$ cat src/rtl/uart_tx_buf.sv
// uart_tx_buf: FIFO-buffered UART transmitter, 8N1 by default.
// Define UART_TX_PARITY_EN to add an even-parity bit (8E1 frames).
module uart_tx_buf #(
    parameter int DEPTH = 16
) (
    input  logic                   msoc_clk,
    input  logic                   rstn,
    input  logic                   wr_en,
    input  logic [7:0]             wr_data,
    input  logic [15:0]            baud,
    input  logic                   wrerr_clr,
    output logic                   uart_tx,
    output logic                   full,
    output logic                   empty,
    output logic [$clog2(DEPTH):0] count,
    output logic                   busy,
    output logic                   wrerr
);
    localparam int AW = $clog2(DEPTH);
    localparam logic [AW:0] FULL_CNT = (AW+1)'(DEPTH);
`ifdef UART_TX_PARITY_EN
    typedef enum logic [2:0] {IDLE, START, DATA, PARITY, STOP} state_t;
`else
    typedef enum logic [1:0] {IDLE, START, DATA, STOP} state_t;
`endif
    state_t        state_q;
    logic [7:0]    mem_q [DEPTH];
    logic [AW-1:0] wptr_q, rptr_q;
    logic [AW:0]   count_q, count_d;
    logic [15:0]   cnt_q, eff_q, eff_d;
    logic [2:0]    bit_q;
    logic [7:0]    shift_q, head;
    logic          tx_q, wrerr_q;
    logic          push, drop, pop, bit_end;
`ifdef UART_TX_PARITY_EN
    logic          par_q;
`endif

    assign full    = count_q == FULL_CNT;
    assign empty   = count_q == '0;
    assign count   = count_q;
    assign busy    = state_q != IDLE;
    assign wrerr   = wrerr_q;
    assign uart_tx = tx_q;
    assign push    = wr_en && !full;
    assign drop    = wr_en && full;
    assign head    = mem_q[rptr_q];
    assign eff_d   = baud < 16'd2 ? 16'd2 : baud;
    assign bit_end = cnt_q == eff_q - 16'd1;
    // A dropped write freezes the FIFO, so it also holds off a pop that cycle.
    assign pop     = !empty && !drop && (state_q == IDLE || (state_q == STOP && bit_end));
    assign count_d = count_q + (AW+1)'(push) - (AW+1)'(pop);

    always_ff @(posedge msoc_clk or negedge rstn) begin
        if (!rstn) begin
            wptr_q  <= '0;
            rptr_q  <= '0;
            count_q <= '0;
            wrerr_q <= 1'b0;
        end else begin
            if (push) wptr_q <= wptr_q + 1'b1;
            if (pop) rptr_q <= rptr_q + 1'b1;
            count_q <= count_d;
            wrerr_q <= drop || (wrerr_q && !wrerr_clr);
        end
    end

    always_ff @(posedge msoc_clk) begin
        if (push) mem_q[wptr_q] <= wr_data;
    end

    always_ff @(posedge msoc_clk or negedge rstn) begin
        if (!rstn) begin
            state_q <= IDLE;
            tx_q    <= 1'b1;
            cnt_q   <= '0;
            eff_q   <= 16'd2;
            bit_q   <= '0;
            shift_q <= '0;
`ifdef UART_TX_PARITY_EN
            par_q   <= 1'b0;
`endif
        end else if (pop) begin
            state_q <= START;
            tx_q    <= 1'b0;
            cnt_q   <= '0;
            eff_q   <= eff_d;
            bit_q   <= '0;
            shift_q <= head;
`ifdef UART_TX_PARITY_EN
            par_q   <= ^head;
`endif
        end else if (state_q != IDLE) begin
            cnt_q <= bit_end ? '0 : cnt_q + 16'd1;
            if (bit_end) begin
                case (state_q)
                    START: begin
                        state_q <= DATA;
                        tx_q    <= shift_q[0];
                        shift_q <= shift_q >> 1;
                    end
                    DATA: begin
                        bit_q <= bit_q + 3'd1;
                        if (bit_q == 3'd7) begin
`ifdef UART_TX_PARITY_EN
                            state_q <= PARITY;
                            tx_q    <= par_q;
`else
                            state_q <= STOP;
                            tx_q    <= 1'b1;
`endif
                        end else begin
                            tx_q    <= shift_q[0];
                            shift_q <= shift_q >> 1;
                        end
                    end
`ifdef UART_TX_PARITY_EN
                    PARITY: begin
                        state_q <= STOP;
                        tx_q    <= 1'b1;
                    end
`endif
                    default: begin
                        state_q <= IDLE;
                        tx_q    <= 1'b1;
                    end
                endcase
            end
        end
    end
endmodule

$ cat config.mk
export PLATFORM = sky130hd
export DESIGN_NAME = uart_tx_buf
export DESIGN_NICKNAME = d
export VERILOG_FILES = /design/src/rtl/uart_tx_buf.sv
export SDC_FILE = /design/constraint.sdc
export NUM_CORES = 1
export LEC_CHECK = 0
export ABC_AREA = 1
export CAP_MARGIN = 10
export CORE_ASPECT_RATIO = 2
export CORE_MARGIN = 2
export CORE_UTILIZATION = 60
export CTS_BUF_LIST = sky130_fd_sc_hd__clkbuf_8
export CTS_CLUSTER_SIZE = 40
export DETAILED_ROUTE_END_ITERATION = 12
export PLACE_DENSITY = 0.79
export RECOVER_POWER = 100
export SETUP_SLACK_MARGIN = 0.15
export SLEW_MARGIN = 20
export SYNTH_ARGS = -nofsm -noshare
export SYNTH_HDL_FRONTEND = slang
export SYNTH_SLANG_ARGS = --single-unit
export TNS_END_PERCENT = 10
$ cat constraint.sdc
create_clock -name msoc_clk -period 3.7 [get_ports msoc_clk]
set_clock_uncertainty 0.05 [all_clocks]
set_input_delay 0.74 -clock msoc_clk [delete_from_list [all_inputs] [get_ports msoc_clk]]
set_output_delay 0.74 -clock msoc_clk [all_outputs]
set_load 0.03 [all_outputs]
**Word-level counts from Yosys, hierarchy flattened**

Memories as Yosys holds them, arrays and structs flattened.
Index checks and enable logic that the tools add are counted.

- Register bits after elaboration: 60
- Memories: 1
- Bits in writable memories: 128
- Word-level logic and storage cells: 75
- Output and inout port bits: 10

Memories:

| memory | words | bits a word | read ports | clocked after Yosys merged registers in | write ports | line | source |
|---|---|---|---|---|---|---|---|
| mem_q | 16 | 8 | 1 | 0 | 1 | 27 | `logic [7:0] mem_q [DEPTH];` |

- Multiplexer cells: 25
- Equal/unequal tests: 8
- $lt $le $gt $ge: 1
- Reduce and logical (&&, ||, !) cells: 23
- Add/subtract/negate cells: 7

Operators with widths:

| operator | number |
|---|---|
| $mux W16 | 4 |
| $mux W8 | 4 |
| $add A16 B1 Y16 const B | 1 |
| $eq A16 B16 Y1 | 1 |
| $lt A16 B2 Y1 const B | 1 |
| $pmux W8 S2 | 1 |
| $sub A16 B1 Y16 const B | 1 |
| $mux W3 | 4 |
| $add A4 B1 Y4 const B | 2 |
| $mux W2 | 4 |
| $reduce_bool A2 Y1 | 4 |
| $logic_and A1 B1 Y1 | 6 |
| $mux W1 | 6 |
| $ne A3 B3 Y1 const B | 2 |
| $reduce_and A3 Y1 | 2 |
| $add A5 B1 Y5 | 1 |
| $eq A5 B5 Y1 const B | 1 |
| $logic_not A5 Y1 | 1 |
| $sub A5 B1 Y5 | 1 |
| $eq A2 B2 Y1 const B | 2 |
| $logic_not A1 Y1 | 4 |
| $pmux W2 S2 | 1 |
| $reduce_and A4 Y1 | 1 |
| $add A3 B1 Y3 const B | 1 |
| 7 further kinds | 8 |

**Depth between registers and ports, before layout**

Gate-level depths: netlist of the first run.

- Depth after elaboration: 7
- Mapped depth: 24
- Depth with buffers taken out: 23

**Worst setup path before layout of the first run**

OpenSTA, ideal clock, no wires.

- Kind: reg-to-reg
- From: register eff_q[0]
- To: register count_q[4], in the netlist count[4]
- Path slack: 302 ps
- Stages on the path, launching flop included: 24
- Buffers on the path: 1
- Period minus slack after synthesis: 3398 ps
- Library setup time: 128 ps
- Arrival time: 3220 ps
- Path through: dfrtp_1 -> inv_1 -> ha_1 -> nand3_2 -> nor2_4 -> nand2_1 -> nand2_1 -> nand2_1 -> nor2_1 -> nand2_1 -> nor2_2 -> nand3_2 -> nand2_4 -> nand2_4 -> clkinv_1 -> buf_2 -> ha_1 -> inv_1 -> ha_1 -> inv_1 -> fa_1 -> o21ai_0 -> a21oi_1 -> xor2_1

- Word-level cells in the longest chain between the ends: 6

RTL lines:

| element | line | source |
|---|---|---|
| start, declared | 30 | `logic [15:0] cnt_q, eff_q, eff_d;` |
| start signal, assigned | 77 | `eff_q <= 16'd2;` |
| start signal, assigned | 87 | `eff_q <= eff_d;` |
| $sub A16 B1 Y16 | 49 | `assign bit_end = cnt_q == eff_q - 16'd1;` |
| $eq A16 B16 Y1 | 49 |  |
| $logic_and A1 B1 Y1 | 51 | `assign pop = !empty && !drop && (state_q == IDLE \|\| (state_q == STOP && bit_end));` |
| $logic_or A1 B1 Y1 | 51 |  |
| $logic_and A1 B1 Y1 | 51 |  |
| $sub A5 B1 Y5 | 52 | `assign count_d = count_q + (AW+1)'(push) - (AW+1)'(pop);` |
| net count_d[4] | 29 | `logic [AW:0] count_q, count_d;` |
| end signal, assigned | 63 | `count_q <= count_d;` |
| end, declared | 29 |  |

The timed path passes the listed nets, and every way through them passes these cells.
A chain may end at the register's enable or synchronous reset.

**Worst setup path after layout of the first run**

Ends and elaborated chain as after synthesis.

==> impl_metrics.csv, run 1 <==
group,metric,value,unit
drt,wl_per_cell,18.5,microns
worst_hold_path,whs_endpoint,"uart_tx$_DFFE_PN1P_",
grt,grt.overflow.total,0,
synth,synth_top_cell_by_area,"edfxtp_1",
outcome,status,"complete, but fails checks",
outcome,violations,"capacitance limit, slew limit",
worst_setup_path,r2r_end,"count[4]$_DFF_PN0_",
clocking,h-tree-depth,4,
worst_setup_path,critPathMaxFanout,8,
drt,drcViolationCount,0,
sta,setup_viol,0,
clocking,path_clk_slew,0.10,ns
sta,finalMaxSlewViolations,48,
power_and_ir_drop,p_per_area,473,nW/um^2
worst_setup_path,cp_common_cell,"nand2_1",
drt,dr.pass1.iters,5,
finish,final_cells,1129,
synth,synthTopCellsByArea,"edfxtp_1 (44%), dfrtp_1 (16%), nand2_1 (8.6%)",
clocking,cts.sinks,188,
worst_setup_path,cp.arrival,3.67,ns
drt,viasPerCell,5.71,
sta,timing.setup.tns,0,ns
drt,num_vias,6449,
finish,syn_to_final_growth,11.2,%
floorplan,ios,38,
floorplan,die_x,89.6,microns
finish,nets,972,
drt,ant_nets,0,
synth,ys_async_sr_fraction,0.319,
placed_design,port_buffers,37,
sta,rsz0062_at_grt,"no",
clocking,cts_max_path_buffers,2,
power_and_ir_drop,p_leak,3.92,nW
sta,max_freq,0.298,GHz
worst_hold_path,hp-start,"uart_tx$_DFFE_PN1P_",
power_and_ir_drop,peakVddDrop,0.500,mV
worst_setup_path,path_cells,"inv_2 > ha_2 > nand3_2 > nor2_4 > nand2_1 > nand2_1 > nand2_1 > nor2_1 > nand2_1 > nor2_2 > nand3_1 > nand2_4 > nand2_4 > clkinv_1 > ha_1 > inv_1 > ha_1 > inv_1 > fa_1 > o21ai_0 > a21oi_1 > xor2_1",
drt,drt_wl_total,20900,microns
worst_setup_path,crit_cells,22,
worst_hold_path,min_path_type,"flip-flop to flip-flop",
worst_setup_path,crit_family,"simple AND/OR/NAND/NOR gates",
sta,timing_hold_violations_final,0,
synth,synth-edff-count,128,
clocking,cts_hold_buf,0,
worst_setup_path,critPathLaunchType,"flip-flop",
clocking,numCtsBuffers,17,
floorplan,die_h,175,microns
synth,synth_seq_area_share,0.608,
sta,worstMarginPinSlew,2.50,ns
drt,drt_iter0_markers,332,
synth,synth_nets,926,
placed_design,hpwl,15200,microns
synth,syn_area_per_cell,10.0,sq um
grt,grt_pass1_vias,6412,
synth,ys.warnings.count,0,
clocking,postCtsResizedCells,0,
worst_setup_path,crit_path_max_incr_delay,0.41,ns
worst_setup_path,slowest_stage,"dfrtp_1",
finish,n_fill_cell,1115,
clocking,cts_root_buf,"clkbuf_8",
sta,timing.hold.ws,0.437,ns
synth,synth_cell_type_count,41,
worst_setup_path,rr_startpoint,"eff_q[0]$_DFFE_PN0N_",
synth,synth_area,8800,sq um
floorplan,fp.dieArea,15700,sq um
placed_design,gp_congestion,0.922,
grt,track_usage,0.285,
grt,grt_pass1_wl,32500,microns
worst_setup_path,crit_type,"flip-flop to flip-flop",
worst_setup_path,worst-path-buf-inv,4,
finish,antenna_cells,0,
clocking,clkLatencyLatePin,0.48,ns
sta,slew_headroom,-0.665,
synth,synth-seq-cells,188,
synth,synth_top_area_share,0.437,
grt,grt_start_max_net_pins,73,
finish,drive_gt1_frac,0.0683,
worst_setup_path,crit_required,4.01,ns
power_and_ir_drop,total_power,4.63,mW
floorplan,start_util,0.613,
floorplan,core_area,14400,sq um
clocking,cts_setup_buffers,0,
worst_setup_path,rr_worst_depth,22,
floorplan,rows,62,
sta,period_share,0.908,
worst_setup_path,rrSetupSlack,0.34,ns
placed_design,post-place-cells,1097,
sta,layout_min_cycle_time,3.36,ns
worst_setup_path,critPathCaptureType,"flip-flop",
synth,yosys_most_used_dff,"edfxtp_1",
grt,antenna_found_initial,0,
clocking,cts_tree,"yes",
flow_run,drv_cap,1,
worst_hold_path,hold_depth,2,
synth,synthCells,878,
-- metrics by stage --
| step | util | cell area, sq um | setup WS [ns] |
|---|---|---|---|
| 2_1_floorplan | - | 8800 | 0.302 |
| 3_3_place_gp | 0.656 | 9410 | 0.413 |
| 3_5_place_dp | 0.656 | 9410 | 0.288 |
| 4_1_cts | 0.686 | 9840 | 0.265 |
| 5_1_grt | 0.682 | 9780 | 0.0867 |
| 6_report | 0.682 | 9780 | 0.342 |
-- placed cells by master (no fill, tap or decap), drive strengths merged, types with 8 or more instances in the layout --
cell type | synthesis | routed
dfrtp | 58 | 58
o21bai | 8 | 8
nor3 | 13 | 13
o22ai | 9 | 9
clkdlybuf4s50 | 0 | 18
dlygate4sd3 | 0 | 18
nor2 | 110 | 110
clkbuf | 23 | 31
ha | 19 | 19
nand3 | 46 | 46
o21ai | 61 | 61
nand2 | 208 | 208
edfxtp | 128 | 128
xnor2 | 12 | 12
buf | 6 | 9
a21oi | 26 | 26
inv | 80 | 86
nand4 | 20 | 20
xor2 | 19 | 19
-- registers in the layout, indices dropped and copies added (netlist names) --
register / cells
bit_q: 3
cnt_q: 16
count: 5
eff_q: 16
mem_q: 128
rptr_q: 4
shift_q: 8
state_q: 2
uart_tx: 1
wptr_q: 4
wrerr: 1
-- metal layers --
layer  up-vias  part of all wire  global-route usage
met2       216              0.56               0.515
met1      3103              0.33               0.278
met3        74             0.041              0.0540
met5         -                 0                   0
li1       3056                 -                   -
met4         0             0.067               0.190
-- Yosys cell counts (2+ instances only) --
master / count
nand3_1: 43
ha_1: 19
o221ai_1: 6
dfstp_2: 2
buf_2: 2
clkinv_1: 3
o21bai_1: 8
o22ai_1: 9
nor2_4: 2
inv_1: 79
clkbuf_1: 23
nand2_1: 202
a21oi_1: 25
xor2_1: 19
nand2_4: 4
buf_6: 3
nand3b_1: 3
nor2_2: 6
dfrtp_1: 58
nor3_1: 13
nand4_1: 20
nor4_1: 5
xnor2_1: 12
edfxtp_1: 128
a221oi_1: 6
o21ai_0: 59
nand3_2: 3
nand2_2: 2
nor2_1: 102
-- area by class of cell --
| type | count | area (sq um) | area share |
|---|---|---|---|
| clock buffer | 20 | 275 | 0.0281 |
| multi-input combinational | 578 | 2980 | 0.305 |
| inverter | 83 | 312 | 0.0318 |
| tap | 192 | 240 | 0.0246 |
| clock inverter | 12 | 154 | 0.0157 |
| sequential | 188 | 5350 | 0.547 |
| timing repair buffer | 56 | 470 | 0.0481 |
-- report_power, final --
group / switching, mW / leakage (nW) / internal (mW)
Clock: 0.721 / 0.225 / 0.728
Combinational: 0.445 / 1.78 / 0.207
Sequential: 0.0791 / 1.91 / 2.45
Total: 1.25 / 3.92 / 3.39
-- worst max-delay path by stage --
stage                               from                  to  slack [ns]
finish              eff_q[0]$_DFFE_PN0N_  count[4]$_DFF_PN0_        0.34
global route        eff_q[0]$_DFFE_PN0N_  count[4]$_DFF_PN0_        0.09
CTS                 eff_q[0]$_DFFE_PN0N_  count[4]$_DFF_PN0_        0.26
detailed placement  eff_q[0]$_DFFE_PN0N_  count[4]$_DFF_PN0_        0.29
global placement    eff_q[0]$_DFFE_PN0N_  count[4]$_DFF_PN0_        0.41
floorplan           eff_q[0]$_DFFE_PN0N_  count[4]$_DFF_PN0_        0.30
-- worst reg2reg max path: stages, from the launching register on --
cell and delay [ns]:
dfrtp_1 0.41, inv_2 0.09, ha_2 0.20, nand3_2 0.14
nor2_4 0.16, nand2_1 0.06, nand2_1 0.06, nand2_1 0.05
nor2_1 0.10, nand2_1 0.08, nor2_2 0.13, nand3_1 0.12
nand2_4 0.13, nand2_4 0.06, clkinv_1 0.07, ha_1 0.22
inv_1 0.06, ha_1 0.15, inv_1 0.06, fa_1 0.40
o21ai_0 0.20, a21oi_1 0.10, xor2_1 0.15
-- logic make-up (layout without fill, tap and decap cells) --
family,after synthesis,count (layout),share of synthesized area
xor gates and xnor gates,31,31,0.0309
and+or+nand+nor,407,407,0.200
buffers and inverters,112,171,0.0511
DFF,188,188,0.608
adders and majority gates,20,20,0.0293
AOI/OAI and AO/OA,120,120,0.0808
Note: power is estimated with default switching activity, not from simulation.
==> run 2: changes to the inputs <==
CAP_MARGIN = default   (was 10)
==> results of run 2 <==
The final DEF is identical to that of run 1; final timing and power are the same.
